--- config.mk ---
export PLATFORM = sky130hd
export DESIGN_NAME = qspi_ram_sampled
export DESIGN_NICKNAME = d
export VERILOG_FILES = /design/src/rtl/qspi_ram_sampled.sv
export SDC_FILE = /design/constraint.sdc
export NUM_CORES = 1
export LEC_CHECK = 0
export CELL_PAD_IN_SITES_DETAIL_PLACEMENT = 1
export CELL_PAD_IN_SITES_GLOBAL_PLACEMENT = 1
export CORE_MARGIN = 4
export CORE_UTILIZATION = 39
export DETAILED_ROUTE_END_ITERATION = 6
export MAX_ROUTING_LAYER = met4
export PLACE_DENSITY_LB_ADDON = 0.1
export REMOVE_ABC_BUFFERS = 1
export SLEW_MARGIN = 20
export SYNTH_ARGS = -nofsm -noshare
export SYNTH_HDL_FRONTEND = slang
export SYNTH_SLANG_ARGS = --single-unit
--- constraint.sdc ---
create_clock -name clk -period 8.5 [get_ports clk]
set_clock_uncertainty 0.15 [all_clocks]
set_input_delay 1.275 -clock clk [delete_from_list [all_inputs] [get_ports clk]]
set_output_delay 1.275 -clock clk [all_outputs]
set_load 0.03 [all_outputs]
--- src/rtl/qspi_ram_sampled.sv ---
// SPI/QSPI RAM peripheral that oversamples the SPI pins in the system clock domain.
// Supports read (03h), write (02h), fast read (0Bh), quad read (6Bh), quad write (32h) and read ID (9Fh).
`timescale 1ns/1ps
module qspi_ram_sampled #(
  parameter int         ADDR_BITS  = 6,
  parameter int         QUAD_DUMMY = 2,
  parameter logic [7:0] ID_BYTE    = 8'hA5
) (
  input  logic                 clk,
  input  logic                 rst_n,
  input  logic                 spi_clk,
  input  logic                 spi_select,
  input  logic [3:0]           spi_d_in,
  output logic [3:0]           spi_d_out,
  output logic [3:0]           spi_d_oe,
  input  logic [ADDR_BITS-1:0] debug_addr,
  output logic [7:0]           debug_data,
  output logic                 busy
);
  localparam int         DEPTH     = 1 << ADDR_BITS;
  localparam logic [4:0] QUAD_LAST = 5'(QUAD_DUMMY - 1);

  typedef enum logic [2:0] {
    S_IDLE, S_CMD, S_ADDR, S_DUMMY, S_READ, S_WRITE, S_IGNORE
  } state_t;

  state_t               r_state;
  logic [1:0]           r_sck_s;
  logic [1:0]           r_sel_s;
  logic [3:0]           r_din_m;
  logic [3:0]           r_din_s;
  logic                 r_sck_d;
  logic                 r_sel_d;
  logic [7:0]           r_cmd;
  logic [6:0]           r_shift;
  logic [7:0]           r_tx;
  logic [4:0]           r_cnt;
  logic [ADDR_BITS-1:0] r_addr;
  logic                 r_quad;
  logic                 r_id;
  logic                 r_fetch;
  logic [3:0]           r_out;
  logic [3:0]           r_oe;
  logic [7:0]           r_mem [DEPTH];

  logic       w_sck;
  logic       w_sel;
  logic       w_rise;
  logic       w_fall;
  logic       w_sel_fall;
  logic       w_d0;
  logic [7:0] w_cmd;
  logic [7:0] w_wbyte;
  logic [4:0] w_byte_last;
  logic       w_we;
  logic [4:0] w_dummy_last;
  logic [7:0] w_ram_rd;

  assign w_sck        = r_sck_s[1];
  assign w_sel        = r_sel_s[1];
  assign w_rise       = w_sck & ~r_sck_d;
  assign w_fall       = ~w_sck & r_sck_d;
  assign w_sel_fall   = r_sel_d & ~w_sel;
  assign w_d0         = r_din_s[0];
  assign w_cmd        = {r_shift, w_d0};
  assign w_wbyte      = r_quad ? {r_shift[3:0], r_din_s} : {r_shift, w_d0};
  assign w_byte_last  = r_quad ? 5'd1 : 5'd7;
  assign w_dummy_last = (r_cmd == 8'h0B) ? 5'd7 : QUAD_LAST;
  assign w_ram_rd     = r_mem[r_addr];
  // A commit needs the whole byte and a still-selected bus; partial bytes never reach RAM.
  assign w_we = (r_state == S_WRITE) && !w_sel && w_rise && (r_cnt == w_byte_last);

  assign spi_d_out = r_out;
  assign spi_d_oe  = r_oe;
  assign busy      = (r_state != S_IDLE);

  always_ff @(posedge clk or negedge rst_n) begin
    if (!rst_n) begin
      r_sck_s <= '0;
      r_sel_s <= '0;
      r_din_m <= '0;
      r_din_s <= '0;
      r_sck_d <= 1'b0;
      r_sel_d <= 1'b0;
    end else begin
      r_sck_s <= {r_sck_s[0], spi_clk};
      r_sel_s <= {r_sel_s[0], spi_select};
      r_din_m <= spi_d_in;
      r_din_s <= r_din_m;
      r_sck_d <= w_sck;
      r_sel_d <= w_sel;
    end
  end

  always_ff @(posedge clk or negedge rst_n) begin
    if (!rst_n) begin
      r_state <= S_IDLE;
      r_cmd   <= '0;
      r_shift <= '0;
      r_tx    <= '0;
      r_cnt   <= '0;
      r_addr  <= '0;
      r_quad  <= 1'b0;
      r_id    <= 1'b0;
      r_fetch <= 1'b0;
      r_out   <= '0;
      r_oe    <= '0;
    end else if (w_sel) begin
      r_state <= S_IDLE;
      r_cnt   <= '0;
      r_fetch <= 1'b0;
      r_out   <= '0;
      r_oe    <= '0;
    end else begin
      r_fetch <= 1'b0;
      case (r_state)
        S_IDLE: if (w_sel_fall) begin
          r_state <= S_CMD;
          r_cnt   <= '0;
        end
        S_CMD: if (w_rise) begin
          r_shift <= w_cmd[6:0];
          r_cnt   <= r_cnt + 5'd1;
          if (r_cnt == 5'd7) begin
            r_cnt  <= '0;
            r_cmd  <= w_cmd;
            r_quad <= (w_cmd == 8'h6B) || (w_cmd == 8'h32);
            r_id   <= (w_cmd == 8'h9F);
            case (w_cmd)
              8'h03, 8'h02, 8'h0B, 8'h6B, 8'h32: r_state <= S_ADDR;
              8'h9F: begin
                r_state <= S_READ;
                r_fetch <= 1'b1;
              end
              default: r_state <= S_IGNORE;
            endcase
          end
        end
        S_ADDR: if (w_rise) begin
          // Only the low ADDR_BITS of the 24-bit address survive the shift.
          r_addr <= {r_addr[ADDR_BITS-2:0], w_d0};
          r_cnt  <= r_cnt + 5'd1;
          if (r_cnt == 5'd23) begin
            r_cnt <= '0;
            case (r_cmd)
              8'h03: begin
                r_state <= S_READ;
                r_fetch <= 1'b1;
              end
              8'h02, 8'h32: r_state <= S_WRITE;
              default:      r_state <= S_DUMMY;
            endcase
          end
        end
        S_DUMMY: if (w_rise) begin
          r_cnt <= r_cnt + 5'd1;
          if (r_cnt == w_dummy_last) begin
            r_cnt   <= '0;
            r_state <= S_READ;
            r_fetch <= 1'b1;
          end
        end
        S_READ: begin
          if (r_fetch) r_tx <= r_id ? ID_BYTE : w_ram_rd;
          if (w_fall) begin
            if (r_quad) begin
              r_out <= r_tx[7:4];
              r_oe  <= 4'b1111;
              r_tx  <= {r_tx[3:0], 4'h0};
            end else begin
              r_out <= {2'b00, r_tx[7], 1'b0};
              r_oe  <= 4'b0010;
              r_tx  <= {r_tx[6:0], 1'b0};
            end
            if (r_cnt == w_byte_last) begin
              r_cnt   <= '0;
              r_fetch <= 1'b1;
              if (!r_id) r_addr <= r_addr + ADDR_BITS'(1);
            end else begin
              r_cnt <= r_cnt + 5'd1;
            end
          end
        end
        S_WRITE: if (w_rise) begin
          r_shift <= w_wbyte[6:0];
          if (r_cnt == w_byte_last) begin
            r_cnt  <= '0;
            r_addr <= r_addr + ADDR_BITS'(1);
          end else begin
            r_cnt <= r_cnt + 5'd1;
          end
        end
        default: ;
      endcase
    end
  end

  always_ff @(posedge clk) begin
    if (w_we) r_mem[r_addr] <= w_wbyte;
  end

  // Read-before-write: a same-cycle commit shows up on debug_data one clk later.
  always_ff @(posedge clk or negedge rst_n) begin
    if (!rst_n) debug_data <= '0;
    else        debug_data <= r_mem[debug_addr];
  end
endmodule

Word level (Yosys, flattened, before mapping) --
Memory sizes are Yosys's and may differ from the RTL's. A register that Yosys moved wholly into a read port is not among the register bits. Cells that the tools add are included.
Word-level totals: memories kept 1, bits in registers 62, bits in writable memories 512, logic and storage cells 147, bits of input ports 14
Operators by class: bitwise operators 6, reductions and logical operators 24, add/sub/neg operators 2, eq/ne operators 35, muxes and demuxes 62
Memories:
- r_mem | depth 64, width 8, rd ports 2, clocked after Yosys merged registers in 1, wr ports 1, line 44 | logic [7:0] r_mem [DEPTH];
Operators with widths (number):
- 5-bit two-way mux | 11
- 8-bit two-way mux | 5
- 6-bit two-way mux | 6
- 8-bit by 2-bit equality test with 1-bit output (second input constant) | 4
- 4-bit two-way mux | 8
- 3-bit two-way mux | 10
- 5-bit one-hot mux with 6 select lines | 1
- 3-bit inequality test (second input constant) | 9
- 6-bit one-hot mux with 3 select lines | 1
- 8-bit by 4-bit equality test with 1-bit output (second input constant) | 2
- 8-bit by 6-bit equality test with 1-bit output (second input constant) | 2
- 8-bit AND reduction | 2
- 7-bit two-way mux | 2
- 7-bit one-hot mux with 2 select lines | 1
- 1-bit two-way mux | 13
- 2-bit inequality test (second input constant) | 6
- 3-bit one-hot mux with 2 select lines | 2
- 3-bit one-hot mux with 4 select lines | 1
- 5-bit by 3-bit equality test with 1-bit output | 2
- 8-bit by 7-bit equality test with 1-bit output (second input constant) | 1
- 8-bit equality test (second input constant) | 1
- 4-bit AND reduction | 2
- 2-bit nonzero test | 4
- 7-bit AND reduction | 1
- 22 further kinds | 32

Depth between registers and ports, before layout --
depth after elaboration 7, depth in mapped cells 11, mapped depth without buffers 7

Worst setup path before layout --
Ideal clock, no wire load.
path type reg2reg, from register r_quad, to memory r_mem[0][3], data pin, arrival 3205 ps, path slack 4434 ps, buffers on the path 1, stages on the path, launching flop included 3, required time 7640 ps, cell sequence dfrtp_1 buf_1 o21ai_0
On the way: cells in the longest elaborated chain, start to end 1
Ends and longest elaborated chain:
- start, declared | line 39 | logic r_quad;
- start signal, assigned | line 127 | r_quad <= (w_cmd == 8'h6B) || (w_cmd == 8'h32);
- 8-bit two-way mux | line 66 | assign w_wbyte = r_quad ? {r_shift[3:0], r_din_s} : {r_shift, w_d0};
- via w_wbyte[3] | line 53 | logic [7:0] w_wbyte;
- end, declared | line 44
The timed path passes the listed nets, and every way through them passes these cells.

Final worst setup path --
from register r_addr[0], to register r_tx[7]
On the way: cells in the longest elaborated chain, start to end 4
Ends and longest elaborated chain:
- start, declared | line 38 | logic [ADDR_BITS-1:0] r_addr;
- start signal, assigned | line 141 | r_addr <= {r_addr[ADDR_BITS-2:0], w_d0};
- start signal, assigned | line 178 | if (!r_id) r_addr <= r_addr + ADDR_BITS'(1);
- start signal, assigned | line 188 | r_addr <= r_addr + ADDR_BITS'(1);
- memory read 64 x 8 bit
- 8-bit two-way mux (2 in series) | line 164 | if (r_fetch) r_tx <= r_id ? ID_BYTE : w_ram_rd;
- 8-bit two-way mux | line 165 | if (w_fall) begin
- end signal, assigned | line 164
- end signal, assigned | line 169 | r_tx <= {r_tx[3:0], 4'h0};
- end signal, assigned | line 173 | r_tx <= {r_tx[6:0], 1'b0};
- end, declared | line 36 | logic [7:0] r_tx;
Every way passes these cells. The select of a mux whose other input is x is not followed. A chain may end at the register's enable or synchronous reset.

==> flow_summary.json <==
{
  "avgViaCountPerCell": 6.45,
  "row_count": 96,
  "die-area_um2": 74500,
  "synth.most_common_cell": "edfxtp_1",
  "tns_ps": 0,
  "postSynthAreaPerCell_um2": 16.5,
  "portBuffers": 30,
  "slew_headroom": 0.194,
  "synthFlopType": "edfxtp_1",
  "clockBufferDepth": 3,
  "critPathMaxStageDelay_ps": 920,
  "drc_errors": 0,
  "setup-violations-final": 0,
  "min_from": "r_din_m[0]",
  "synthTopCellsByCount": "512 x edfxtp_1, 206 x mux4_2, 118 x nor2_1",
  "synth.top_cell.area_share": 0.561,
  "placedCellCount": 2546,
  "p_leak_nw": 9.73,
  "drt_pass1_iterations": 5,
  "cts_tree": "done",
  "clk_pin_slew_ps": 60,
  "post_cts_resized": 0,
  "arrival_ps": 4760,
  "grt_pass1_wl_um": 137000,
  "critPathSlowestCell": "dfrtp_4",
  "place_area_um2": 28800,
  "io_pins": 31,
  "grt_max_degree": 107,
  "crit_start": "r_addr[0]",
  "hold_viol_final": 0,
  "critPathTopFamily": "compound AO/OA/AOI/OAI gates",
  "area_growth_pct": 12.8,
  "hpwl_um": 62100,
  "regArea_um2": 17100,
  "die_height_um": 273,
  "synthCells": 1655,
  "swShare": 0.330,
  "worstMarginPinSlew_ps": 1200,
  "die_x_um": 273,
  "ys_seq_elements": 580,
  "crit_top_cell": "a221oi_1",
  "cts_buffers": 66,
  "vias": 17200,
  "fin_crit_sh": 0.514,
  "nNetsFinal": 1699,
  "start_util": 0.397,
  "async_flop_share": 0.117,
  "drv_slew": 0,
  "p_int_w": 0.00550,
  "clock-sinks": 580,
  "final_cells": 2666,
  "fmax_mhz": 229,
  "final_area_um2": 30900,
  "cap_violations": 0,
  "p_switching_w": 0.00272,
  "power_frac_seq": 0.421,
  "synth_edf_count": 512,
  "synth_warnings": 0,
  "p_per_area_nw_per_um2": 266,
  "antenna_found_initial": 3,
  "routedWlPerCell_um": 36.3,
  "globalRouteTotalUtil": 0.267,
  "yosysTopAreaCell": "edfxtp_1",
  "multiInputGateArea_um2": 9780,
  "critPathBufInv": 2,
  "clkLatencyLatePin_ps": 630,
  "crit_path_max_fanout": 106,
  "rr_startpoint": "r_addr[0]",
  "rsz0062_at_grt": "no",
  "seq_area_frac_synth": 0.623,
  "fillers": 6596,
  "overflow": 0,
  "grt_pass1_vias": 17600,
  "wirelength_um": 96700,
  "synth_area_leaders": "edfxtp_1 56%, mux4_2 17%, dfrtp_1 6.2%, mux2i_1 2.4%, mux2_2 1.9%",
  "core_area_um2": 69100,
  "cts_setup_buffers": 0,
  "htreeDepth": 3,
  "ctsHoldBuffers": 0,
  "ys_types": 81,
  "antenna_left": 0,
  "place.gp.congestion": 0.910,
  "root_buffer": "clkbuf_16",
  "syn_area_um2": 27400,
  "crit_required_ps": 8890,
  "crit_type": "register to register",
  "end_kind": "register",
  "p_comb_frac": 0.243,
  "drive_above_1_share": 0.261,
  "ir_worst_vdd_mv": 0.192,
  "fin_crit_ps": 4370,
  "clockPowerShare": 0.336,
  "start_kind": "register",
  "hold_path.class": "register to register",
  "drtIter0Drc": 1958,
  "cp_cell_sequence": "buf_12 -> nor2b_2 -> buf_4 -> a221oi_1 -> a221oi_1 -> a21oi_1 -> o22ai_1 -> o31a_1",
  "status": "finished clean"
}
-- cell families (layout without fill, tap and decap cells) --
kind of cell    after synthesis  after routing  share of synthesized area
compound gates              294            294                     0.0780
xor+xnor                      1              1                   0.000320
fa+ha+maj                     2              2                   0.000913
buf+inv                     138            216                     0.0220
flops                       580            580                      0.623
mux                         332            332                      0.218
other cells                   0              2                          0
simple gates                308            308                     0.0571
-- per-stage QoR --
step                hold slack [ps]   util  total power [W]  setup WS, ps
global placement                185  0.417          0.00547          3710
CTS                             201  0.447          0.00827          4200
floorplan                       181      -          0.00457          1910
finish                          198  0.447          0.00822          4130
global route                    203  0.447          0.00850          4120
detailed placement              186  0.417          0.00549          3680
-- final cells by class --
class,instances,area share
tap,931,0.0377
clock inverter,35,0.00964
clock buffer,83,0.0569
inverter,9,0.00109
sequential,580,0.553
antenna,2,0.000162
multi-input combinational,937,0.317
timing repair buffer,89,0.0245
-- power groups by stage --
stage	combinational, W	sequential, W	clock, W
final	0.00200	0.00346	0.00276
after global routing	0.00208	0.00347	0.00295
after CTS	0.00198	0.00346	0.00283
after detailed placement	0.00198	0.00352	0
after global placement	0.00195	0.00352	0
after floorplan	0.00101	0.00355	0
-- placed cells by master, fill, tap and decap left out, types with 37 or more instances in the layout --
cell type,count
a21oi_1,37
a221oi_1,46
buf_4,58
clkbuf_16,68
dfrtp_1,64
edfxtp_1,512
mux2_2,46
mux2i_1,65
mux4_2,206
nand2_1,68
nor2_1,107
o22ai_1,39
-- layer usage --
metal,track usage,share of wire,routed length [um],up-vias
li1,-,-,-,6942
met1,0.364,0.42,40900,9346
met2,0.418,0.47,45700,755
met3,0.0523,0.076,7400,142
met4,0.0686,0.029,2770,0
met5,-,0,0,-
-- path summary, 6_finish.rpt --
path | cells after the start | slack, ps | to
max in group asynchronous | 1 | 6720 | r_addr[1]
worst max-delay path | 8 | 4130 | r_tx[7]
worst min-delay path | 0 | 200 | r_din_s[0]
min in group asynchronous | 1 | 680 | r_din_m[0]
worst min register to register | 0 | 200 | r_din_s[0]
worst max register to register | 8 | 4130 | r_tx[7]
-- registers in the layout, summed over array words and instances (netlist names) --
register	cells
r_id	1
r_sel_s	2
r_quad	1
r_addr	6
r_cnt	5
r_shift	7
r_state	3
r_din_s	4
r_sck_s	2
r_fetch	1
r_din_m	4
spi_d_out	4
r_cmd	8
debug_data	8
r_tx	8
r_mem	512
spi_d_oe	2
r_sel_d	1
r_sck_d	1
(Power assumes the default switching activity.)
